--- src/rtl/sdp_y_mul_core_cfg_triosy_seq.sv ---
// Per-layer triosy sequencer: count element accepts, drain the pipe, release cfg resources.
// Optional stall counter output enabled by SDP_Y_CFG_TRIOSY_PERF_EN.
module sdp_y_mul_core_cfg_triosy_seq #(
    parameter int NUM_CFG   = 4,
    parameter int LEN_W     = 16,
    parameter int DRAIN_CYC = 3
) (
    input  logic               nvdla_core_clk,
    input  logic               nvdla_core_rst,
    input  logic               cfg_load,
    input  logic [LEN_W-1:0]   cfg_len,
    input  logic [NUM_CFG-1:0] cfg_mask,
    input  logic               core_wen,
    input  logic               elem_vld,
    output logic               busy,
    output logic [NUM_CFG-1:0] cfg_oswt,
    output logic [NUM_CFG-1:0] cfg_triosy_lz,
    output logic               layer_done,
    output logic               err_load_busy
`ifdef SDP_Y_CFG_TRIOSY_PERF_EN
    ,
    output logic [31:0]        stall_cnt
`endif
);

    localparam int DW = (DRAIN_CYC > 0) ? $clog2(DRAIN_CYC + 1) : 1;

    typedef enum logic [1:0] {IDLE, RUN, DRAIN, RELEASE} state_t;

    state_t             r_state, w_state_nx;
    logic [LEN_W-1:0]   r_elem_cnt, w_elem_cnt_nx;
    logic [LEN_W-1:0]   r_len_q, w_len_nx;
    logic [NUM_CFG-1:0] r_mask_q, w_mask_nx;
    logic [DW-1:0]      r_drain_cnt, w_drain_nx;
    logic               w_done_nx;
    logic               w_load_acc;

    assign w_load_acc = cfg_load && (r_state == IDLE);

    always_comb begin
        w_state_nx    = r_state;
        w_elem_cnt_nx = r_elem_cnt;
        w_len_nx      = r_len_q;
        w_mask_nx     = r_mask_q;
        w_drain_nx    = r_drain_cnt;
        w_done_nx     = 1'b0;
        case (r_state)
            IDLE: begin
                if (cfg_load) begin
                    w_state_nx    = RUN;
                    w_len_nx      = cfg_len;
                    w_mask_nx     = cfg_mask;
                    w_elem_cnt_nx = '0;
                end
            end
            RUN: begin
                if (elem_vld && core_wen) begin
                    // Compare before increment so a full-scale len never wraps the counter.
                    if (r_elem_cnt == r_len_q) begin
                        w_state_nx = (DRAIN_CYC == 0) ? RELEASE : DRAIN;
                        w_drain_nx = DW'(DRAIN_CYC);
                    end else begin
                        w_elem_cnt_nx = r_elem_cnt + LEN_W'(1);
                    end
                end
            end
            DRAIN: begin
                if (core_wen) begin
                    w_drain_nx = r_drain_cnt - DW'(1);
                    if (r_drain_cnt == DW'(1)) w_state_nx = RELEASE;
                end
            end
            RELEASE: begin
                // Same qualifier the wait-ctrl uses for bdwt, so both sides complete together.
                if (core_wen) begin
                    w_state_nx = IDLE;
                    w_done_nx  = 1'b1;
                end
            end
            default: w_state_nx = IDLE;
        endcase
    end

    always_ff @(posedge nvdla_core_clk or posedge nvdla_core_rst) begin
        if (nvdla_core_rst) begin
            r_state       <= IDLE;
            r_elem_cnt    <= '0;
            r_len_q       <= '0;
            r_mask_q      <= '0;
            r_drain_cnt   <= '0;
            busy          <= 1'b0;
            cfg_triosy_lz <= '0;
            layer_done    <= 1'b0;
            err_load_busy <= 1'b0;
        end else begin
            r_state       <= w_state_nx;
            r_elem_cnt    <= w_elem_cnt_nx;
            r_len_q       <= w_len_nx;
            r_mask_q      <= w_mask_nx;
            r_drain_cnt   <= w_drain_nx;
            busy          <= (w_state_nx != IDLE);
            cfg_triosy_lz <= w_done_nx ? r_mask_q : '0;
            layer_done    <= w_done_nx;
            if (cfg_load && (r_state != IDLE)) err_load_busy <= 1'b1;
        end
    end

    assign cfg_oswt = (r_state == RELEASE) ? r_mask_q : '0;

`ifdef SDP_Y_CFG_TRIOSY_PERF_EN
    always_ff @(posedge nvdla_core_clk or posedge nvdla_core_rst) begin
        if (nvdla_core_rst) begin
            stall_cnt <= '0;
        end else if (w_load_acc) begin
            stall_cnt <= '0;
        end else if ((r_state != IDLE) && !core_wen && (stall_cnt != 32'hFFFF_FFFF)) begin
            stall_cnt <= stall_cnt + 32'd1;
        end
    end
`else
    logic w_unused;
    assign w_unused = w_load_acc;
`endif

endmodule

--- config.mk ---
export PLATFORM = sky130hd
export DESIGN_NAME = sdp_y_mul_core_cfg_triosy_seq
export DESIGN_NICKNAME = d
export VERILOG_FILES = /design/src/rtl/sdp_y_mul_core_cfg_triosy_seq.sv
export SDC_FILE = /design/constraint.sdc
export NUM_CORES = 1
export LEC_CHECK = 0
export BUFFER_PORTS_ARGS = -buffer_cell sky130_fd_sc_hd__buf_2
export CORE_UTILIZATION = 40
export CTS_CLUSTER_SIZE = 12
export DETAILED_ROUTE_END_ITERATION = 16
export HOLD_SLACK_MARGIN = 0.06
export PLACE_DENSITY = 0.66
export SKIP_LAST_GASP = 1
export SLEW_MARGIN = 10
export SYNTH_ARGS = -nofsm -noshare
export SYNTH_HDL_FRONTEND = slang
export SYNTH_SLANG_ARGS = --single-unit
--- constraint.sdc ---
create_clock -name nvdla_core_clk -period 5.6 [get_ports nvdla_core_clk]
set_input_delay 0.84 -clock nvdla_core_clk [delete_from_list [all_inputs] [get_ports nvdla_core_clk]]
set_output_delay 0.84 -clock nvdla_core_clk [all_outputs]
set_load 0.005 [all_outputs]
Yosys cells after proc, flatten, opt, wreduce, memory -nomap -nowiden
Cells that the tools add are included.

Flip-flop bits (word level): 47. Output and inout bits: 11. Word-level logic and storage cells: 50.

Multiplexer cells: 19. Reduce and logical (&&, ||, !) cells: 10. Equal/unequal tests: 10. Add/subtract/negate cells: 2.

Operator list (count): $mux W16 (3); $pmux W16 S2 (1); $mux W2 (9); $add A16 B1 Y16 const B (1); $eq A16 B16 Y1 (1); $ne A2 B2 Y1 const B (5); $mux W4 (2); $pmux W2 S4 (1); $reduce_and A4 Y1 (2); $reduce_bool A2 Y1 (4); $eq A2 B1 Y1 const B (2); $eq A2 B2 Y1 const B (2); $pmux W2 S2 (1); $logic_and A1 B1 Y1 (2); $logic_not A2 Y1 (1); $mux W1 (2); $reduce_and A2 Y1 (1); $sub A2 B1 Y2 const B (1).

Logic depth before layout (Yosys ltp)
Gate-level depths: netlist of run 1.

Word-level depth: 5. Mapped depth: 6. Mapped depth without buffers: 5.

Worst setup path after synthesis of run 1
OpenSTA, ideal clock, no wires.

Path kind: input to register. Start point: input core_wen. End point: register r_elem_cnt[9]. Data arrival time: 2176 ps. Buffers on the path: 1. Stages: 6. Path slack: 3348 ps. Path through: buf_6 > nand3_1 > a2111oi_4 > nand4_2 > a2111o_1 > o21ai_1.

Cells in the longest elaborated chain, start to end: 3.

RTL lines: from (decl) (RTL line 13) `input logic core_wen,`; $logic_and A1 B1 Y1 (RTL line 57) `if (elem_vld && core_wen) begin`; $ne A2 B2 Y1 (no source line); $reduce_and A4 Y1 (no source line); to (signal assigned) (RTL line 97) `r_elem_cnt <= w_elem_cnt_nx;`; to (decl) (RTL line 31) `logic [LEN_W-1:0] r_elem_cnt, w_elem_cnt_nx;`.

Every way passes these cells. A chain may end at the register's enable or synchronous reset.

Worst setup path in the final report of run 1
Start point: register r_state[0]. End point: register r_elem_cnt[6].

Cells in the longest elaborated chain, start to end: 3.

RTL lines: from (decl) (RTL line 30) `state_t r_state, w_state_nx;`; from (signal assigned) (RTL line 96) `r_state <= w_state_nx;`; $eq A2 B1 Y1 / $logic_not A2 Y1 (equally long branches) (RTL line 47) `case (r_state)`; $ne A2 B2 Y1 (no source line) / $reduce_bool A2 Y1 (equally long branches); $reduce_and A4 Y1 (no source line).

Several ways; a longest one is shown, not always the timed one.

==> results of run 1 <==
## cell families after synthesis
logic type	synth area share, %
xor+xnor	6.09
mux	3.27
flops	48.1
compound gates	8.75
simple gates	28.1
buf+inv	4.71
fa+ha+maj	1.02
## power by group
part	total (mW)	internal [mW]	switching, mW
combinational	0.235	0.109	0.127
clock	0.203	0.0875	0.116
sequential	0.502	0.425	0.0775
## layout make-up
type / instances / area (µm²) / area share (%)
tap: 75 / 93.8 / 3.46
clock inverter: 2 / 12.5 / 0.461
multi-input combinational: 196 / 1150 / 42.6
timing repair buffer: 36 / 183 / 6.74
sequential: 47 / 1180 / 43.4
inverter: 5 / 18.8 / 0.692
clock buffer: 6 / 72.6 / 2.68
## worst max path at each step
stage          depth (start not counted)       start  slack (ns)             to
2_1_floorplan                          6    core_wen        3.35  r_elem_cnt[9]
3_3_place_gp                           6    cfg_load        3.14  r_elem_cnt[9]
3_5_place_dp                           4  r_state[0]        3.05  r_elem_cnt[6]
4_1_cts                                4  r_state[0]        3.04  r_elem_cnt[6]
5_1_grt                                4  r_state[0]        2.88  r_elem_cnt[6]
6_report                               4  r_state[0]        3.00  r_elem_cnt[6]
## synth_stat cells (all sizes together) (2+ instances only)
cell	instances
nand2	82
dfrtp	47
xnor2	16
a21oi	12
nand4	10
clkbuf	9
mux2i	8
nand2b	8
and3	7
nand3	6
o21ai	6
and2	5
inv	5
nor2	5
buf	4
nor2b	3
o31ai	3
or4	3
a2111o	2
ha	2
nor3	2
or3	2
## per-stage QoR
step | instance area (µm²) | hold slack, ns | cells
floorplan | 2450 | 0.451 | 262
global placement | 2630 | 0.454 | 359
detailed placement | 2630 | 0.466 | 359
CTS | 2710 | 0.488 | 367
global route | 2710 | 0.513 | 367
finish | 2710 | 0.477 | 367
## worst max-delay path, delay by kind of cell, from the launching register on
family          cells  cell delay [ns]
flops               1             0.59
simple gates        3             1.78
compound gates      1             0.15
## state kept, by name, indices dropped and copies added, names as in the netlist
name,flops
busy,1
cfg_triosy_lz,4
err_load_busy,1
layer_done,1
r_drain_cnt,2
r_elem_cnt,16
r_len_q,16
r_mask_q,4
r_state,2
## layer usage
layer	wire, µm	vias to the layer above	share of wire (%)	GRT usage, %
li1	-	940	-	-
met1	2540	901	52	23.9
met3	141	6	2.9	3.18
met2	2180	29	44	26.6
met5	0	-	0	0
met4	65	0	1.3	6.61
==> flow_summary_export.csv, run 1 <==
group,metric,value,unit
synth,synth_nets,289,
setup_path,reg2reg_slack,3.00,ns
setup_path,regToRegStartpoint,"r_state[0]",
setup_path,criticalPathCategory,"flop to flop",
synth,syn_area_per_cell,9.34,µm²
sta,max_clock_freq,0.385,GHz
synth,synthFlopType,"dfrtp_1",
floorplan,die_x,80.2,µm
setup_path,slowest_stage,"nor2b_1",
power_and_ir_drop,p_leak,1.31,nW
global_routing,grt_antenna_before_repair,0,
clock_tree,path_clk_slew,0.09,ns
sta,post-route-worst-setup-slack,3.00,ns
setup_path,reg2reg_depth,4,
sta,timing.final.crit_share,46.4,%
sta,slew_headroom,21.2,%
clock_tree,hold_buffers,0,
sta,clock-skew-final,0.0107,ns
clock_tree,cts_tree,"yes",
worst_hold_path,min_to,"err_load_busy",
power_and_ir_drop,peakVddDrop,0.167,mV
synth,synth.area.top_cells,"dfrtp_1 (48%), nand2_1 (13%), xnor2_1 (5.7%)",
floorplan,die_y,80.2,µm
power_and_ir_drop,power_density,347,mW/mm²
synth,synth-seq-cells,47,
layout,drive_gt1_share,17.1,%
layout,final_cell_mix,"nand2_1 (82), dfrtp_1 (47), buf_2 (35)",
clock_tree,post_cts_buffers,0,
clock_tree,clock_path_buffers,2,
routing,drt-pass1-iter-count,4,
floorplan,ios,36,
global_routing,grt_overflow,0,
synth,synth.largest_area_cell,"dfrtp_1",
synth,synth_area,0.00245,mm²
setup_path,cp_cell_sequence,"nor2b_1 -> nand4_1 -> or4_2 -> a21oi_1",
synth,yosysWarnings,0,
job,drv_cap,0,
clock_tree,cts_root_buf,"clkbuf_8",
power_and_ir_drop,p_total,941,µW
routing,drtIter0Drc,165,
routing,num_vias,1876,
sta,slew_viol_final,0,
routing,wl_per_cell,13.4,µm
floorplan,dieArea,0.00643,mm²
synth,yosys.area.top_type_share,48.1,%
sta,finalWorstPathRequiredPeriod,2.60,ns
clock_tree,post_cts_resized,0,
clock_tree,htreeDepth,2,
clock_tree,cts_buffers,5,
synth,synth_cell_types,43,
worst_hold_path,min_path_type,"flop to flop",
routing,drt-total-wl,4.92,mm
setup_path,start_kind,"flop",
setup_path,crit_fanout,15,
layout,fillerInstances,591,
routing,route.detailed.drc,0,
setup_path,critPathCaptureType,"flop",
worst_hold_path,min-delay-start,"err_load_busy",
global_routing,grt_max_degree,48,
synth,ys_seq_area_share,48.1,%
placement,pre_cts_ws,3.05,ns
sta,hold_viol,0,
floorplan,start_util,41.3,%
layout,finalCoreUtilization,45.8,%
worst_hold_path,holdPathStages,1,
global_routing,grt_pass1_wl,8.50,mm
placement,dp.final_hpwl,3.29,mm
sta,setup_tns,0,ns
synth,async_flop_share,100,%
synth,netlist_instances,262,
layout,layout_commonest_cell,"nand2_1",
setup_path,worstPathArrival,2.82,ns
clock_tree,insertion_delay,0.30,ns
placement,gp_congestion,0.748,
global_routing,grt.total_usage,17.2,%
floorplan,num_rows,28,
layout,antenna_cells,0,
placement,portBuffers,35,
sta,worst_slew_pin_slew,1.17,ns
routing,viasPerCell,5.11,
synth,synth_edf_count,0,
clock_tree,cts_sinks,47,
sta,rsz0062_at_grt,"false",
setup_path,required,5.82,ns
routing,detail-route-antenna-nets,0,
setup_path,cpPeakStageDelay,0.86,ns
floorplan,core_area,0.00592,mm²
outcome,status,"finished clean",
global_routing,grt_pass1_vias,1766,
sta,setup_violations,0,
setup_path,worstReg2RegEnd,"r_elem_cnt[6]",
layout,layout.nets,318,
layout,area_growth_syn_to_layout,10.8,%
Power figures use the tool's default switching activity.
==> run 2: changes to the inputs <==
clock period = 2.4 ns   (was 5.6 ns; I/O delays follow)
==> flow_summary_export.csv, run 2 (same netlist as run 1, synthesis figures left out) <==
group,metric,value,unit
outcome,status,"finished clean",
routing,detail-route-antenna-nets,0,
global_routing,grt_pass1_vias,1766,
sta,rsz0062_at_grt,"false",
setup_path,critPathCaptureType,"flop",
sta,max_clock_freq,0.481,GHz
routing,drt-total-wl,4.88,mm
setup_path,start_kind,"flop",
placement,gp_congestion,0.750,
power_and_ir_drop,p_leak,1.34,nW
sta,setup_tns,0,ns
setup_path,required,2.62,ns
routing,wl_per_cell,13.0,µm
floorplan,core_area,0.00592,mm²
sta,slew_headroom,60.4,%
placement,pre_cts_ws,0.265,ns
placement,dp.final_hpwl,3.45,mm
floorplan,num_rows,28,
layout,area_growth_syn_to_layout,13.1,%
sta,clock-skew-final,0.0126,ns
routing,drt-pass1-iter-count,4,
setup_path,worstReg2RegEnd,"r_elem_cnt[15]",
routing,num_vias,1877,
layout,reg.largest.list,"r_elem_cnt: 16 flops, r_len_q: 16 flops",
global_routing,grt_max_degree,48,
routing,viasPerCell,5.02,
routing,drtIter0Drc,159,
clock_tree,cts_root_buf,"clkbuf_8",
power_and_ir_drop,power_density,802,mW/mm²
sta,timing.final.crit_share,86.7,%
floorplan,die_x,80.2,µm
setup_path,criticalPathCategory,"flop to flop",
placement,portBuffers,35,
global_routing,grt_antenna_before_repair,0,
sta,slew_viol_final,0,
clock_tree,cts_sinks,47,
layout,drive_gt1_share,19.1,%
floorplan,start_util,41.3,%
layout,final_cell_mix,"nand2_1 (82), dfrtp_1 (47), buf_2 (35)",
sta,hold_viol,0,
setup_path,reg2reg_depth,6,
clock_tree,cts_tree,"yes",
setup_path,crit_fanout,15,
clock_tree,hold_buffers,0,
routing,route.detailed.drc,0,
global_routing,grt_pass1_wl,8.42,mm
sta,setup_violations,0,
layout,layout_commonest_cell,"nand2_1",
job,drv_cap,0,
floorplan,die_y,80.2,µm
global_routing,grt.total_usage,16.9,%
floorplan,ios,36,
worst_hold_path,min_path_type,"input port to async pin",
setup_path,reg2reg_slack,0.32,ns
sta,worst_slew_pin_slew,0.594,ns
clock_tree,clock_path_buffers,2,
clock_tree,path_clk_slew,0.10,ns
clock_tree,cts_buffers,5,
floorplan,dieArea,0.00643,mm²
clock_tree,htreeDepth,2,
setup_path,worstPathArrival,2.30,ns
layout,antenna_cells,0,
clock_tree,insertion_delay,0.30,ns
setup_path,regToRegStartpoint,"r_state[0]",
layout,layout.nets,325,
sta,finalWorstPathRequiredPeriod,2.08,ns
global_routing,grt_overflow,0,
power_and_ir_drop,peakVddDrop,0.406,mV
sta,post-route-worst-setup-slack,0.320,ns
-- run 2: changes by cell type in the layout (fill, tap and decap cells not counted), sizes merged --
| cell | before | now |
|---|---|---|
| clkinv | 1 | 0 |
| inv | 5 | 6 |
| buf | 36 | 43 |
-- run 2: worst max path at each step --
stage	start	endpoint	cells after the start
3_5_place_dp	r_state[0]	r_elem_cnt[9]	5
6_report	r_state[0]	r_elem_cnt[15]	6
3_3_place_gp	r_state[0]	r_elem_cnt[9]	5
2_1_floorplan	r_state[0]	r_elem_cnt[9]	5
5_1_grt	r_state[0]	r_elem_cnt[15]	6
4_1_cts	r_state[0]	r_elem_cnt[15]	5
-- run 2: report_power, final --
group / leakage [nW] / internal, mW / switching (mW)
clock network: 0.0418 / 0.210 / 0.274
logic: 0.685 / 0.262 / 0.300
registers: 0.615 / 0.992 / 0.181
-- run 2: cell type report --
cell class | count | area, µm²
clock buffers | 6 | 72.6
clock inverters | 2 | 16.3
fillers | 577 | 3150
inverters | 5 | 18.8
multi-input cells | 196 | 1150
flip-flops and latches | 47 | 1180
well taps | 75 | 93.8
repair buffers | 43 | 235
-- run 2: what timing repair did --
| item | 4_1_cts | 5_1_grt |
|---|---|---|
| endpoints found under the hold margin | 0 | 0 |
| resized for setup | 0 | 0 |
| setup buffers | 0 | 1 |
| setup endpoints to repair | 0 | 1 |
-- run 2: worst max-delay path: stages (launching register included) --
cell and delay [ns]:
dfrtp_1 0.53, or2b_4 0.32, a2111oi_4 0.33, buf_4 0.21, nand3_1 0.09, a211oi_1 0.29
mux2i_1 0.24
-- run 2: through the flow --
| step | power (mW) | area [µm²] | utilization [%] | cells | hold slack [ns] |
|---|---|---|---|---|---|
| 2_1_floorplan | 1.60 | 2450 | - | 262 | 0.451 |
| 3_3_place_gp | 1.74 | 2670 | 45.1 | 365 | 0.454 |
| 3_5_place_dp | 1.76 | 2670 | 45.1 | 365 | 0.452 |
| 4_1_cts | 2.26 | 2760 | 46.6 | 373 | 0.214 |
| 5_1_grt | 2.40 | 2770 | 46.7 | 374 | 0.237 |
| 6_report | 2.22 | 2770 | 46.7 | 374 | 0.201 |
-- run 2: metal layers --
layer	vias to the layer above	part of all wire, %	global-route usage, %	wire length (µm)
li1	955	-	-	-
met1	889	50	23.8	2460
met2	28	46	25.9	2240
met3	5	2.6	3.64	125
met4	0	0.96	4.82	47
met5	-	0	0	0
==> run 3: changes to the inputs <==
BUFFER_PORTS_ARGS = default   (was -buffer_cell sky130_fd_sc_hd__buf_2)
DONT_BUFFER_PORTS = 1   (was default)
PLACE_DENSITY = 0.61   (was 0.66)
==> flow_summary_export.csv, run 3 (same netlist as run 1, synthesis figures left out) <==
group,metric,value,unit
setup_path,cp.buffers_inverters,0,
floorplan,dieArea,0.00643,mm²
routing,drtIter0Drc,95,
setup_path,reg2reg_depth,5,
outcome,status,"finished clean",
worst_hold_path,holdPathStages,2,
power_and_ir_drop,clkPwrFrac,25.7,%
sta,slew_headroom,59.9,%
routing,drt-total-wl,4.77,mm
setup_path,cp_common_cell,"nand4_2",
routing,num_vias,1769,
power_and_ir_drop,p_switching,727,µW
power_and_ir_drop,p_seq_share,50.5,%
layout,reg.largest.list,"r_elem_cnt: 16 flops, r_len_q: 16 flops",
placement,portBuffers,0,
clock_tree,clock_path_buffers,2,
job,drv_cap,0,
sta,clock-skew-final,0.00657,ns
layout,seq_area,0.00118,mm²
sta,rsz0062_at_grt,"false",
layout,area_growth_syn_to_layout,7.57,%
sta,timing.final.crit_share,84.1,%
clock_tree,cts_tree,"yes",
floorplan,die_x,80.2,µm
sta,finalWorstPathRequiredPeriod,2.02,ns
setup_path,cp_cell_sequence,"nand4_2 -> a2111oi_4 -> nand4_2 -> a2111o_1 -> o21ai_1",
routing,viasPerCell,5.20,
setup_path,crit_fanout,9,
sta,holdWs,0.164,ns
setup_path,worstReg2RegEnd,"r_elem_cnt[9]",
clock_tree,post_cts_buffers,0,
clock_tree,htreeDepth,2,
floorplan,ios,36,
setup_path,required,2.63,ns
setup_path,critPathCaptureType,"flop",
clock_tree,insertion_delay,0.30,ns
setup_path,reg2reg_slack,0.38,ns
clock_tree,cts_root_buf,"clkbuf_8",
power_and_ir_drop,internal_power,1.58,mW
layout,layout_commonest_cell,"nand2_1",
layout,layout.nets,291,
floorplan,start_util,41.3,%
sta,slew_viol_final,0,
layout,drive_gt1_share,8.68,%
global_routing,grt_pass1_vias,1697,
routing,detail-route-antenna-nets,0,
power_and_ir_drop,switching_share,31.5,%
global_routing,grt_overflow,0,
sta,max_clock_freq,0.495,GHz
sta,setup_violations,0,
layout,multiInputGateArea,0.00115,mm²
setup_path,crit_family,"compound AO/OA/AOI/OAI gates",
placement,gp_congestion,0.786,
routing,route.detailed.drc,0,
floorplan,core_area,0.00592,mm²
worst_hold_path,min-delay-start,"cfg_len[13]",
layout,antenna_cells,0,
global_routing,grt_antenna_before_repair,0,
setup_path,cpPeakStageDelay,0.63,ns
setup_path,worstPathArrival,2.25,ns
power_and_ir_drop,power_frac_comb,23.8,%
worst_hold_path,min_path_type,"input port to flop",
power_and_ir_drop,p_leak,1.21,nW
global_routing,grt_pass1_wl,8.13,mm
setup_path,criticalPathCategory,"flop to flop",
setup_path,setup.worst_path.start,"r_elem_cnt[3]",
worst_hold_path,min_to,"r_len_q[13]",
layout,final_cell_mix,"nand2_1 (82), dfrtp_1 (47), xnor2_1 (16)",
routing,wl_per_cell,14.0,µm
layout,fillerInstances,581,
clock_tree,path_clk_slew,0.08,ns
layout,finalCoreUtilization,44.4,%
clock_tree,cts_sinks,47,
clock_tree,cts_buffers,5,
power_and_ir_drop,p_total,2.31,mW
setup_path,slowest_stage,"a2111oi_4",
sta,worst_slew_pin_slew,0.601,ns
sta,hold_viol,0,
routing,drt-pass1-iter-count,4,
global_routing,grt.total_usage,16.6,%
floorplan,num_rows,28,
power_and_ir_drop,peakVddDrop,0.536,mV
setup_path,start_kind,"flop",
global_routing,grt_max_degree,32,
power_and_ir_drop,power_density,878,mW/mm²
sta,setup_tns,0,ns
setup_path,regToRegStartpoint,"r_elem_cnt[3]",
placement,dp.final_hpwl,3.36,mm
floorplan,die_y,80.2,µm
## run 3: changes by cell type in the layout (fill, tap and decap cells not counted)
cell / before / now
inv_6: 1 / 0
clkbuf_1: 1 / 0
clkbuf_8: 5 / 6
clkinv_2: 0 / 1
dlygate4sd3_1: 0 / 1
bufinv_16: 0 / 1
buf_2: 35 / 0
clkinvlp_4: 1 / 0
## run 3: metal layers
metal	share of wire, %	track usage (%)
met1	50	22.4
met2	45	25.1
met3	3.3	3.86
met4	2.5	7.68
met5	0	0
## run 3: repair_timing
item	CTS	global route
hold buffers	1	0
gates resized for setup	0	0
endpoints found under the hold margin	16	0
## run 3: area by class of cell
cell class | instances | area share (%)
Clock inverter | 2 | 1.33
Tap cell | 75 | 3.57
Inverter | 5 | 0.713
Sequential cell | 47 | 44.7
Clock buffer | 6 | 3.14
Multi-Input combinational cell | 196 | 43.9
Timing Repair Buffer | 9 | 2.66
## run 3: power groups by stage
stage | Combinational [mW] | Sequential (mW) | Clock [mW]
4_1_cts | 0.560 | 1.17 | 0.616
2_1_floorplan | 0.465 | 1.14 | 0
3_5_place_dp | 0.554 | 1.19 | 0
6_report | 0.549 | 1.17 | 0.594
3_3_place_gp | 0.547 | 1.18 | 0
5_1_grt | 0.632 | 1.20 | 0.645
## run 3: worst max-delay path by stage
stage	end	slack, ns	cells past startpoint
after floorplan	r_elem_cnt[9]	0.60	5
after global placement	r_elem_cnt[9]	0.50	5
after detailed placement	r_elem_cnt[9]	0.40	5
after CTS	r_elem_cnt[9]	0.41	5
after global routing	r_elem_cnt[15]	0.22	5
final	r_elem_cnt[9]	0.38	5
## run 3: stage by stage
| stage | cells | cell area, µm² | setup slack [ns] |
|---|---|---|---|
| after floorplan | 262 | 2450 | 0.601 |
| after global placement | 331 | 2500 | 0.497 |
| after detailed placement | 331 | 2500 | 0.404 |
| after CTS | 340 | 2630 | 0.406 |
| after global routing | 340 | 2630 | 0.224 |
| final | 340 | 2630 | 0.382 |
## run 3: worst register-to-register path: cells and delay by family (launching register included)
family / cells / cell delay, ns
flip-flops: 1 / 0.46
AO/OA/AOI/OAI: 3 / 1.11
AND/OR/NAND/NOR: 2 / 0.38
